File: config.mk
export PLATFORM = sky130hd
export DESIGN_NAME = lcd_frame_sched_flat
export DESIGN_NICKNAME = d
export VERILOG_FILES = /design/src/rtl/lcd_frame_sched_if.sv /design/src/rtl/lcd_frame_sched.sv /design/src/flat_wrapper.sv
export SDC_FILE = /design/constraint.sdc
export NUM_CORES = 1
export LEC_CHECK = 0
export ABC_AREA = 1
export BUFFER_PORTS_ARGS = -buffer_cell sky130_fd_sc_hd__buf_2
export CORE_MARGIN = 2
export CORE_UTILIZATION = 50
export CTS_BUF_LIST = sky130_fd_sc_hd__clkbuf_4
export CTS_CLUSTER_SIZE = 8
export DETAILED_ROUTE_END_ITERATION = 7
export MAX_ROUTING_LAYER = met4
export PLACE_DENSITY = 0.64
export RECOVER_POWER = 25
export SLEW_MARGIN = 20
export SYNTH_ARGS = -nofsm -noshare
export SYNTH_HDL_FRONTEND = slang
export SYNTH_SLANG_ARGS = --single-unit
export TNS_END_PERCENT = 20
File: constraint.sdc
create_clock -name clk -period 10.65 [get_ports clk]
set_clock_uncertainty 0.2 [all_clocks]
set_input_delay 2.13 -clock clk [delete_from_list [all_inputs] [get_ports clk]]
set_output_delay 2.13 -clock clk [all_outputs]
set_load 0.02 [all_outputs]
File: src/rtl/lcd_frame_sched_if.sv
// Bus bundle for lcd_frame_sched: LCD driver request/pixel path plus the
// SDRAM read-FIFO strobes. The scheduler sits on the slave side.
interface lcd_frame_sched_if;
  logic        lcd_vs;
  logic        data_req;
  logic [10:0] pixel_xpos;
  logic [10:0] pixel_ypos;
  logic [15:0] pixel_data;
  logic [15:0] fifo_q;
  logic        fifo_empty;
  logic        fifo_rd_en;
  logic        fifo_rd_load;

  modport slave (
    input  lcd_vs, data_req, pixel_xpos, pixel_ypos, fifo_q, fifo_empty,
    output pixel_data, fifo_rd_en, fifo_rd_load
  );

  modport master (
    output lcd_vs, data_req, pixel_xpos, pixel_ypos, fifo_q, fifo_empty,
    input  pixel_data, fifo_rd_en, fifo_rd_load
  );
endinterface

File: src/rtl/lcd_frame_sched.sv
// LCD frame/line scheduler: re-arms the SDRAM read FIFO at vsync and centres an
// H_IMG x V_IMG image on the panel. Optional colour-bar source: LCD_TEST_PATTERN_EN.
module lcd_frame_sched #(
  parameter int          H_IMG     = 640,
  parameter int          V_IMG     = 480,
  parameter int          LOAD_CYC  = 4,
  parameter logic [15:0] BG_COLOR  = 16'h0000,
  parameter logic [15:0] ERR_COLOR = 16'hF800
) (
  input  logic        clk,
  input  logic        rst_n,
`ifdef LCD_TEST_PATTERN_EN
  input  logic        test_en,
`endif
  input  logic [10:0] h_disp,
  input  logic [10:0] v_disp,
  output logic        frame_err,
  lcd_frame_sched_if.slave bus
);

  localparam logic [11:0] H_IMG_W   = 12'(H_IMG);
  localparam logic [11:0] V_IMG_W   = 12'(V_IMG);
  localparam logic [7:0]  LOAD_LAST = 8'(LOAD_CYC - 1);

  typedef enum logic [1:0] {
    ST_IDLE   = 2'd0,
    ST_LOAD   = 2'd1,
    ST_STREAM = 2'd2,
    ST_DONE   = 2'd3
  } state_t;

  state_t      state_r, state_nxt_s;
  logic        vs_d1_r, vs_d2_r;
  logic        vs_fall_s;
  logic [10:0] x0_r, y0_r, w_r, h_r;
  logic [19:0] area_r;
  logic [7:0]  load_cnt_r;
  logic [19:0] pix_cnt_r;
  logic [19:0] pix_inc_s;
  logic        frame_err_r;
  logic        win_d1_r, uflow_d1_r;
  logic [11:0] h_diff_s, v_diff_s;
  logic [10:0] x0_s, y0_s, w_s, h_s;
  logic [11:0] x_end_s, y_end_s;
  logic        win_s, in_stream_s, rd_en_s, uflow_s, short_s, load_entry_s;
  logic        test_s;
  logic [15:0] pix_s;

`ifdef LCD_TEST_PATTERN_EN
  localparam int BAR_W = (H_IMG / 8 > 0) ? H_IMG / 8 : 1;

  logic [10:0] rel_x_s;
  logic [2:0]  bar_idx_s;
  logic [15:0] bar_d1_r;
  logic        test_d1_r;

  function automatic logic [15:0] bar_color(input logic [2:0] idx);
    case (idx)
      3'd0:    bar_color = 16'hFFFF;
      3'd1:    bar_color = 16'hFFE0;
      3'd2:    bar_color = 16'h07FF;
      3'd3:    bar_color = 16'h07E0;
      3'd4:    bar_color = 16'hF81F;
      3'd5:    bar_color = 16'hF800;
      3'd6:    bar_color = 16'h001F;
      3'd7:    bar_color = 16'h0000;
      default: bar_color = 16'h0000;
    endcase
  endfunction

  assign test_s = test_en;
`else
  assign test_s = 1'b0;
`endif

  // Origin: 12-bit difference, a set sign bit means the panel is narrower than the image.
  always_comb begin
    h_diff_s = {1'b0, h_disp} - H_IMG_W;
    v_diff_s = {1'b0, v_disp} - V_IMG_W;
    if (h_diff_s[11]) begin
      x0_s = 11'd0;
      w_s  = h_disp;
    end else begin
      x0_s = 11'(h_diff_s >> 1);
      w_s  = H_IMG_W[10:0];
    end
    if (v_diff_s[11]) begin
      y0_s = 11'd0;
      h_s  = v_disp;
    end else begin
      y0_s = 11'(v_diff_s >> 1);
      h_s  = V_IMG_W[10:0];
    end
  end

  assign vs_fall_s = vs_d2_r & ~vs_d1_r;
  assign x_end_s   = {1'b0, x0_r} + {1'b0, w_r};
  assign y_end_s   = {1'b0, y0_r} + {1'b0, h_r};
  assign win_s     = bus.data_req
                   & (bus.pixel_xpos >= x0_r) & ({1'b0, bus.pixel_xpos} < x_end_s)
                   & (bus.pixel_ypos >= y0_r) & ({1'b0, bus.pixel_ypos} < y_end_s);
  assign pix_inc_s = pix_cnt_r + 20'd1;

  always_comb begin
    state_nxt_s = state_r;
    case (state_r)
      ST_IDLE: begin
        if (vs_fall_s) state_nxt_s = ST_LOAD;
        else           state_nxt_s = ST_IDLE;
      end
      ST_LOAD: begin
        if (load_cnt_r == LOAD_LAST) state_nxt_s = ST_STREAM;
        else                         state_nxt_s = ST_LOAD;
      end
      ST_STREAM: begin
        if (vs_fall_s)                          state_nxt_s = ST_LOAD;
        else if (win_s && pix_inc_s == area_r)  state_nxt_s = ST_DONE;
        else                                    state_nxt_s = ST_STREAM;
      end
      ST_DONE: begin
        if (vs_fall_s) state_nxt_s = ST_LOAD;
        else           state_nxt_s = ST_DONE;
      end
      default: state_nxt_s = ST_IDLE;
    endcase
  end

  assign in_stream_s  = (state_r == ST_STREAM);
  assign rd_en_s      = in_stream_s & win_s & ~bus.fifo_empty & ~test_s;
  assign uflow_s      = in_stream_s & win_s & bus.fifo_empty & ~test_s;
  assign short_s      = in_stream_s & vs_fall_s;
  assign load_entry_s = (state_nxt_s == ST_LOAD) & (state_r != ST_LOAD);

  // Vsync history for the falling-edge detector.
  always_ff @(posedge clk or negedge rst_n) begin
    if (!rst_n) begin
      vs_d1_r <= 1'b0;
      vs_d2_r <= 1'b0;
    end else begin
      vs_d1_r <= bus.lcd_vs;
      vs_d2_r <= vs_d1_r;
    end
  end

  // Window geometry is only sampled at a vsync edge so it is stable for a whole frame.
  always_ff @(posedge clk or negedge rst_n) begin
    if (!rst_n) begin
      x0_r   <= 11'd0;
      y0_r   <= 11'd0;
      w_r    <= 11'd0;
      h_r    <= 11'd0;
      area_r <= 20'd0;
    end else if (vs_fall_s) begin
      x0_r   <= x0_s;
      y0_r   <= y0_s;
      w_r    <= w_s;
      h_r    <= h_s;
      area_r <= 20'(w_s) * 20'(h_s);
    end else begin
      x0_r   <= x0_r;
      y0_r   <= y0_r;
      w_r    <= w_r;
      h_r    <= h_r;
      area_r <= area_r;
    end
  end

  always_ff @(posedge clk or negedge rst_n) begin
    if (!rst_n) begin
      state_r    <= ST_IDLE;
      load_cnt_r <= 8'd0;
      pix_cnt_r  <= 20'd0;
    end else begin
      state_r <= state_nxt_s;
      if (state_r == ST_LOAD) load_cnt_r <= load_cnt_r + 8'd1;
      else                    load_cnt_r <= 8'd0;
      if (state_r == ST_LOAD)          pix_cnt_r <= 20'd0;
      else if (in_stream_s && win_s)   pix_cnt_r <= pix_inc_s;
      else                             pix_cnt_r <= pix_cnt_r;
    end
  end

  // A short frame wins over the clear that normally happens on LOAD entry.
  always_ff @(posedge clk or negedge rst_n) begin
    if (!rst_n)            frame_err_r <= 1'b0;
    else if (short_s)      frame_err_r <= 1'b1;
    else if (load_entry_s) frame_err_r <= 1'b0;
    else if (uflow_s)      frame_err_r <= 1'b1;
    else                   frame_err_r <= frame_err_r;
  end

  always_ff @(posedge clk or negedge rst_n) begin
    if (!rst_n) begin
      win_d1_r   <= 1'b0;
      uflow_d1_r <= 1'b0;
    end else begin
      win_d1_r   <= win_s;
      uflow_d1_r <= uflow_s;
    end
  end

`ifdef LCD_TEST_PATTERN_EN
  always_comb begin
    rel_x_s   = bus.pixel_xpos - x0_r;
    bar_idx_s = 3'd0;
    for (int k = 1; k < 8; k++) begin
      if (int'(rel_x_s) >= k * BAR_W) bar_idx_s = 3'(k);
      else                            bar_idx_s = bar_idx_s;
    end
  end

  always_ff @(posedge clk or negedge rst_n) begin
    if (!rst_n) begin
      bar_d1_r  <= 16'h0000;
      test_d1_r <= 1'b0;
    end else begin
      bar_d1_r  <= bar_color(bar_idx_s);
      test_d1_r <= test_s;
    end
  end

  // fifo_q only becomes valid the clock after the read, so the final mux sits after it.
  always_comb begin
    if (!win_d1_r)       pix_s = BG_COLOR;
    else if (test_d1_r)  pix_s = bar_d1_r;
    else if (uflow_d1_r) pix_s = ERR_COLOR;
    else                 pix_s = bus.fifo_q;
  end
`else
  // fifo_q only becomes valid the clock after the read, so the final mux sits after it.
  always_comb begin
    if (!win_d1_r)       pix_s = BG_COLOR;
    else if (uflow_d1_r) pix_s = ERR_COLOR;
    else                 pix_s = bus.fifo_q;
  end
`endif

  assign bus.pixel_data   = pix_s;
  assign bus.fifo_rd_en   = rd_en_s;
  assign bus.fifo_rd_load = (state_r == ST_LOAD);
  assign frame_err        = frame_err_r;

endmodule

File: src/flat_wrapper.sv
// flat-port wrapper written by rule: the top's interface ports become plain ports
module lcd_frame_sched_flat 
#(
  parameter int          H_IMG     = 640,
  parameter int          V_IMG     = 480,
  parameter int          LOAD_CYC  = 4,
  parameter logic [15:0] BG_COLOR  = 16'h0000,
  parameter logic [15:0] ERR_COLOR = 16'hF800
)
  (clk, rst_n, h_disp, v_disp, frame_err, bus_lcd_vs, bus_data_req, bus_pixel_xpos, bus_pixel_ypos, bus_fifo_q, bus_fifo_empty, bus_pixel_data, bus_fifo_rd_en, bus_fifo_rd_load);
  lcd_frame_sched_if bus_i ();
  input  logic clk;
  input  logic rst_n;
  input  logic [10:0] h_disp;
  input  logic [10:0] v_disp;
  output logic frame_err;
  input wire logic [$bits(bus_i.lcd_vs)-1:0] bus_lcd_vs;
  input wire logic [$bits(bus_i.data_req)-1:0] bus_data_req;
  input wire logic [$bits(bus_i.pixel_xpos)-1:0] bus_pixel_xpos;
  input wire logic [$bits(bus_i.pixel_ypos)-1:0] bus_pixel_ypos;
  input wire logic [$bits(bus_i.fifo_q)-1:0] bus_fifo_q;
  input wire logic [$bits(bus_i.fifo_empty)-1:0] bus_fifo_empty;
  output wire logic [$bits(bus_i.pixel_data)-1:0] bus_pixel_data;
  output wire logic [$bits(bus_i.fifo_rd_en)-1:0] bus_fifo_rd_en;
  output wire logic [$bits(bus_i.fifo_rd_load)-1:0] bus_fifo_rd_load;
  assign bus_i.lcd_vs = bus_lcd_vs;
  assign bus_i.data_req = bus_data_req;
  assign bus_i.pixel_xpos = bus_pixel_xpos;
  assign bus_i.pixel_ypos = bus_pixel_ypos;
  assign bus_i.fifo_q = bus_fifo_q;
  assign bus_i.fifo_empty = bus_fifo_empty;
  assign bus_pixel_data = bus_i.pixel_data;
  assign bus_fifo_rd_en = bus_i.fifo_rd_en;
  assign bus_fifo_rd_load = bus_i.fifo_rd_load;
  lcd_frame_sched #(.H_IMG(H_IMG), .V_IMG(V_IMG), .LOAD_CYC(LOAD_CYC), .BG_COLOR(BG_COLOR), .ERR_COLOR(ERR_COLOR)) u_core (.clk(clk), .rst_n(rst_n), .h_disp(h_disp), .v_disp(v_disp), .frame_err(frame_err), .bus(bus_i));
endmodule
==> summary.txt, run 1 <==
Setup path
  • R2r setup slk: ~6.2 ns
  • CP Max Fanout: 9
  • Crit start category: input pin
  • Crit path arrival time: a little under 8 ns
  • WP data required: 10.72 ns
  • Worst r2r src: u_core.vs_d1_r
  • CP endpoint kind: flop
  • Worst reg2reg endpoint: u_core.h_r[8]
  • Kind of critical path: in -> reg
  • FF-to-FF path depth: 5

STA
  • Slew HR: -0.758
  • Endpoints failing hold: 0
  • Tmin final: 7.83 ns
  • Fmax: 128 MHz
  • Period utilisation layout: 0.735
  • Final setup violation count: 0
  • Setup TNS Final: 0 ns
  • Slew Viols, Final: about 110
  • Slew of the pin with the lowest slew margin: 2.64 ns
  • RSZ-0062 raised after global routing: false
  • Final worst setup slack: approximately 2.8 ns

Clock tree
  • Clock Latency Late Sink: about 0.5 ns
  • Num CTS Buffers: 9
  • CTS Root Cell: clkbuf_4
  • Reg clk slew, reported paths: 0.16 ns
  • CTS tree: done
  • Post-cts sizing count: 0
  • # clock sinks: 97
  • Cts hold-fix bufs: 0
  • CTS H-tree depth: 3
  • Postcts setup bufs: 0
  • Maximum root-to-sink buffer count: 2

Global routing
  • Tot GR Track Use: 0.239
  • Largest net degree at the start of global routing: 58
  • Initial antenna violation count: 0
  • Vias in the first global route: 8,557
  • First-pass GRT wire length: between 40,000 and 50,000 µm
  • Total grt overflow: 0

Synthesis
  • Post-synthesis cell type count: between 40 and 50
  • EDFF count, synth: 0
  • Post-synth top area share: 0.231
  • Synth Cell Area: ~0.011 mm²
  • Main synth FF type: dfrtp_1
  • FF+latch count, synth: 97
  • Ys async rst share: 1.00
  • Leading area contributor after synthesis: dfrtp_1
  • Syn_area_per_cell: 7.50 µm²
  • Post-synthesis sequential area ratio: 0.231
  • Top post-synthesis cells by area: dfrtp_1, fa_1, ha_1
  • Cells after Synth: 1,400
  • YS warnings: 0

Floorplan
  • Site Rows: 53
  • Die Ht: around 150 µm
  • Die ar.: around 0.022 mm²
  • Core footprint: 0.0208 mm²
  • Initial core utilization: 0.504
  • Ports: 84
  • Die width: roughly 150 µm

Power and ir drop
  • Peak supply drop: between 0.1 and 0.15 mV
  • Power, Total: 1.64 mW
  • Total leakage power: about 6.2 nW
  • PwrDens: ~140 mW/mm²

Routing
  • DRC: 0
  • DRT antenna net count: 0
  • DRT iter0 DRCs: approximately 490
  • Vias per Instance: slightly above 5
  • First-pass DRT Iterations: 5
  • Drt total wl: 24,200 µm
  • Wirelength per Cell: 13.6 µm
  • Via count: about 9,000

Place
  • Global placement routability congestion: about 0.9
  • Placed Cells: 1,769
  • HPWL Detailed: approximately 20,000 µm
  • Place WS: roughly 2.5 ns
  • # port buffers: 83

Hold path
  • HP Class: reg -> reg
  • Worst hold path depth: 0
  • Hold Path End: u_core.vs_d2_r
  • HP Start: u_core.vs_d1_r

Layout
  • Layout cells sized above 1: 0.0948
  • Most frequent cells in the layout: nand2_1, inv_1, nor2_1
  • Fin nets: 1,766
  • Commonest non-fill, non-tap cell in the layout: nand2_1
  • Area added between synthesis and finish: 8.79%
  • Non-Filler Instances: about 1,800

Status
  • Status: finished with violations
  • Failing checks: capacitance limit, slew limit

Flow run
  • MaxCap Viol Count: 2
==> through the flow <==
step,cell area (µm²),utilization,hold WS (ns)
2_1_floorplan,10600,-,0.154
3_3_place_gp,11300,0.542,0.223
3_5_place_dp,11300,0.542,0.221
4_1_cts,11400,0.549,0.267
5_1_grt,11400,0.548,0.272
6_report,11400,0.549,0.270
==> power breakdown <==
group,internal [mW],switching (mW)
Clock,0.0716,0.136
Sequential,0.421,0.0409
Combinational,0.385,0.585
Total,0.878,0.762
==> cell families after synthesis <==
logic type / synth area share
AOI/OAI and AO/OA: 0.0852
xor gates and xnor gates: 0.0347
adders and majority gates: 0.291
buffers and inverters: 0.108
DFF: 0.231
other: 0.000715
and+or+nand+nor: 0.249
==> state kept, by name (all words and copies together), names as in the netlist <==
| signal | cells |
|---|---|
| u_core.win_d1_r | 1 |
| u_core.load_cnt_r | 8 |
| u_core.vs_d2_r | 1 |
| u_core.uflow_d1_r | 1 |
| u_core.h_r | 11 |
| u_core.pix_cnt_r | 20 |
| u_core.vs_d1_r | 1 |
| u_core.y0_r | 10 |
| u_core.frame_err | 1 |
| u_core.x0_r | 10 |
| u_core.area_r | 20 |
| u_core.w_r | 11 |
| u_core.state_r | 2 |
==> how the worst max path moves through the flow <==
stage	start	end	slack, ns	cells past startpoint
final	v_disp[5]	u_core.area_r[18]	2.82	26
after global routing	v_disp[5]	u_core.area_r[18]	2.40	26
after CTS	v_disp[5]	u_core.area_r[18]	2.98	26
after detailed placement	v_disp[5]	u_core.area_r[18]	2.47	26
after global placement	v_disp[5]	u_core.area_r[18]	2.55	26
after floorplan	v_disp[5]	u_core.area_r[18]	3.08	28
==> layout make-up <==
class                   count  area [µm²]
diodes                      1        2.50
clock buffers               9        67.6
clock inverters             6        66.3
fillers                  2109        9400
inverters                 276        1040
multi-input cells        1035        7050
flip-flops and latches     97        2430
well taps                 275         344
repair buffers             86         433
==> critical path, cell delays in order <==
cell	delay, ns
buf_2	0.13
ha_1	0.22
nand3_1	0.12
nand3_1	0.23
nor2_1	0.52
inv_1	0.19
nor2_1	0.17
fa_1	0.49
fa_1	0.52
inv_1	0.05
fa_1	0.46
fa_1	0.54
inv_1	0.05
fa_1	0.47
ha_1	0.37
nand2_1	0.11
nor4_1	0.34
o21ai_0	0.19
nand2_1	0.12
nand2_1	0.07
nand2_1	0.06
nand2_1	0.04
nand2_1	0.06
nand2_1	0.05
nand3_1	0.07
o21ai_0	0.13
==> routing by layer <==
layer,up-vias,global-route usage,share of wire
met5,-,-,0
met4,0,0.0381,0.013
met3,22,0.0336,0.048
met2,210,0.387,0.46
met1,4213,0.327,0.48
li1,4575,-,-
==> cell usage after synthesis (6+ instances only) <==
cell type	instances
a21oi_1	48
a31oi_1	6
clkbuf_1	13
dfrtp_1	97
fa_1	81
ha_1	115
inv_1	274
nand2_1	334
nand2_2	8
nand3_1	76
nand4_1	20
nor2_1	138
nor3_1	8
o21ai_0	52
o21ai_2	10
o22ai_1	22
or2_2	8
xnor2_1	17
xor2_1	22
No activity file was read; power rests on OpenSTA's default activity.
==> run 2: changes to the inputs <==
==> constraint.sdc (replaced) <==
create_clock -name clk -period 8 [get_ports clk]
set_clock_uncertainty 0.2 [all_clocks]
set_input_delay 1.6 -clock clk [delete_from_list [all_inputs] [get_ports clk]]
set_output_delay 1.6 -clock clk [all_outputs]
set_load 0.02 [all_outputs]
==> run 2 against run 1 <==
- the run still ends with capacitance limit, slew limit left
- cell count grew 0.45%
- critical endpoint is now u_core.area_r[17]
- first-iteration DRC count is 6.5% lower
- flip-flop and latch count did not move
- clock power increased by 47%
- largest cell class unchanged
- via count is 0.45% lower
- worst hold slack about the same
==> summary.txt, run 2 (synthesis gave the netlist of run 1 again) <==
Place
  • Place WS: approximately 0.37 ns
  • Global placement routability congestion: around 1
  • # port buffers: 83
  • HPWL Detailed: slightly above 20,000 µm
  • Post-DP Area: 0.0113 mm²

Clock tree
  • # clock sinks: between 90 and 100
  • Maximum root-to-sink buffer count: 2
  • Reg clk slew, reported paths: between 0.15 and 0.2 ns
  • Postcts setup bufs: 0
  • Cts hold-fix bufs: 0
  • Clock Latency Late Sink: 0.52 ns
  • CTS Root Cell: clkbuf_4
  • CTS tree: done
  • CTS H-tree depth: 3
  • Post-cts sizing count: 0
  • Num CTS Buffers: 9

Routing
  • Via count: approximately 9,000
  • Drt total wl: 24,500 µm
  • Vias per Instance: ~5
  • DRT iter0 DRCs: ~460
  • DRC: 0
  • First-pass DRT Iterations: 4
  • DRT antenna net count: 0
  • Wirelength per Cell: around 14 µm

Setup path
  • Worst path slowest cell: nor2_1
  • Worst reg2reg endpoint: u_core.w_r[2]
  • FF-to-FF path depth: 5
  • CP Max Fanout: 9
  • CP endpoint kind: flop
  • R2r setup slk: 3.64 ns
  • Crit start category: input pin
  • WP data required: around 8 ns
  • Worst r2r src: u_core.vs_d1_r
  • Kind of critical path: in -> reg
  • Crit path arrival time: ~7.4 ns
  • Slowest cell delay on critical path: ~0.57 ns
  • Cell mode on critical path: fa_1
  • Worst path cell trace: buf_2 > ha_1 > nand3_1 > nand3_1 > nor2_1 > nand2_1 > fa_1 > fa_1 > inv_1 > fa_1 > fa_1 > inv_1 > fa_1 > inv_1 > ha_1 > a21oi_1 > o21ai_0 > nand2_1 > nand4_1 > nand2_1 > nand3_1 > or2_2 > nand3_1 > o21ai_0

Global routing
  • First-pass GRT wire length: roughly 42,000 µm
  • Initial antenna violation count: 2
  • Vias in the first global route: between 8,000 and 9,000
  • Largest net degree at the start of global routing: 58
  • Tot GR Track Use: 0.243
  • Total grt overflow: 0

STA
  • Slew HR: -0.727
  • Setup TNS Final: 0 ns
  • RSZ-0062 raised after global routing: false
  • Endpoints failing hold: 0
  • Period utilisation layout: 0.909
  • Tmin final: between 7 and 8 ns
  • Slew Viols, Final: 107
  • Final setup violation count: 0
  • Final worst setup slack: 0.727 ns
  • Slew of the pin with the lowest slew margin: 2.59 ns
  • Fmax: around 140 MHz

Hold path
  • Worst hold path depth: 0
  • Hold Path End: u_core.vs_d2_r
  • HP Start: u_core.vs_d1_r
  • HP Class: reg -> reg

Power and ir drop
  • Power, Total: between 2 and 2.5 mW
  • Total leakage power: ~6.2 nW
  • Peak supply drop: approximately 0.14 mV
  • PwrDens: 193 mW/mm²

Layout
  • Layout cells sized above 1: 0.0989
  • Most frequent cells in the layout: nand2_1, inv_1, nor2_1
  • Commonest non-fill, non-tap cell in the layout: nand2_1
  • Area added between synthesis and finish: 9.46%
  • Finished layout cell area: about 0.011 mm²
  • Fin nets: 1,772
  • Biggest regs: u_core.area_r x20, u_core.pix_cnt_r x20

Floorplan
  • Die ar.: around 0.022 mm²
  • Initial core utilization: 0.504
  • Core footprint: ~0.021 mm²
  • Die width: between 100 and 150 µm
  • Die Ht: 149 µm
  • Site Rows: 53
  • Ports: 84

Status
  • Status: finished with violations
  • Failing checks: capacitance limit, slew limit

Flow run
  • MaxCap Viol Count: 2
==> run 2: cell count changes in the layout (fill, tap and decap cells not counted), sizes merged <==
cell and delta:
inv +1, diode +1, buf +6
==> run 2: metrics by stage <==
| step | hold slack [ns] | utilization | cells |
|---|---|---|---|
| final | 0.270 | 0.552 | 1793 |
| after global placement | 0.224 | 0.545 | 1775 |
| after CTS | 0.272 | 0.552 | 1791 |
| after global routing | 0.289 | 0.552 | 1793 |
| after floorplan | 0.154 | - | 1426 |
| after detailed placement | 0.221 | 0.545 | 1775 |
==> run 2: worst max path at each step <==
stage | slack, ns | endpoint | from | cells past startpoint
global placement | 0.41 | u_core.area_r[18] | v_disp[5] | 26
floorplan | 0.96 | u_core.area_r[18] | v_disp[5] | 28
detailed placement | 0.37 | u_core.area_r[18] | v_disp[5] | 26
finish | 0.73 | u_core.area_r[17] | v_disp[5] | 24
CTS | 0.92 | u_core.area_r[18] | v_disp[5] | 26
global route | 0.34 | u_core.area_r[18] | v_disp[5] | 26
==> run 2: worst max-delay path: cells and delay by family <==
kind	cells	cell delay [ns]
fa+ha+maj	7	3.17
buf+inv	4	0.28
compound gates	3	0.45
simple gates	10	1.85
==> run 2: area by class of cell <==
type	instances	area, µm²
multi-input cells	1035	7050
repair buffers	92	478
diodes	2	5.00
flip-flops and latches	97	2430
fillers	2074	9330
inverters	276	1040
well taps	275	344
clock inverters	7	88.8
clock buffers	9	67.6
==> run 2: layer usage <==
layer	up-vias	wire, µm	track usage
met1	4181	11700	0.326
met4	0	271	0.0405
li1	4580	-	-
met5	-	0	-
met2	193	11400	0.397
met3	25	1210	0.0410
==> run 2: power breakdown <==
part / internal, mW / switching, mW / leakage (nW)
registers: 0.561 / 0.0517 / 1.27
clock network: 0.102 / 0.203 / 0.0808
logic: 0.514 / 0.781 / 4.88
total: 1.18 / 1.04 / 6.23
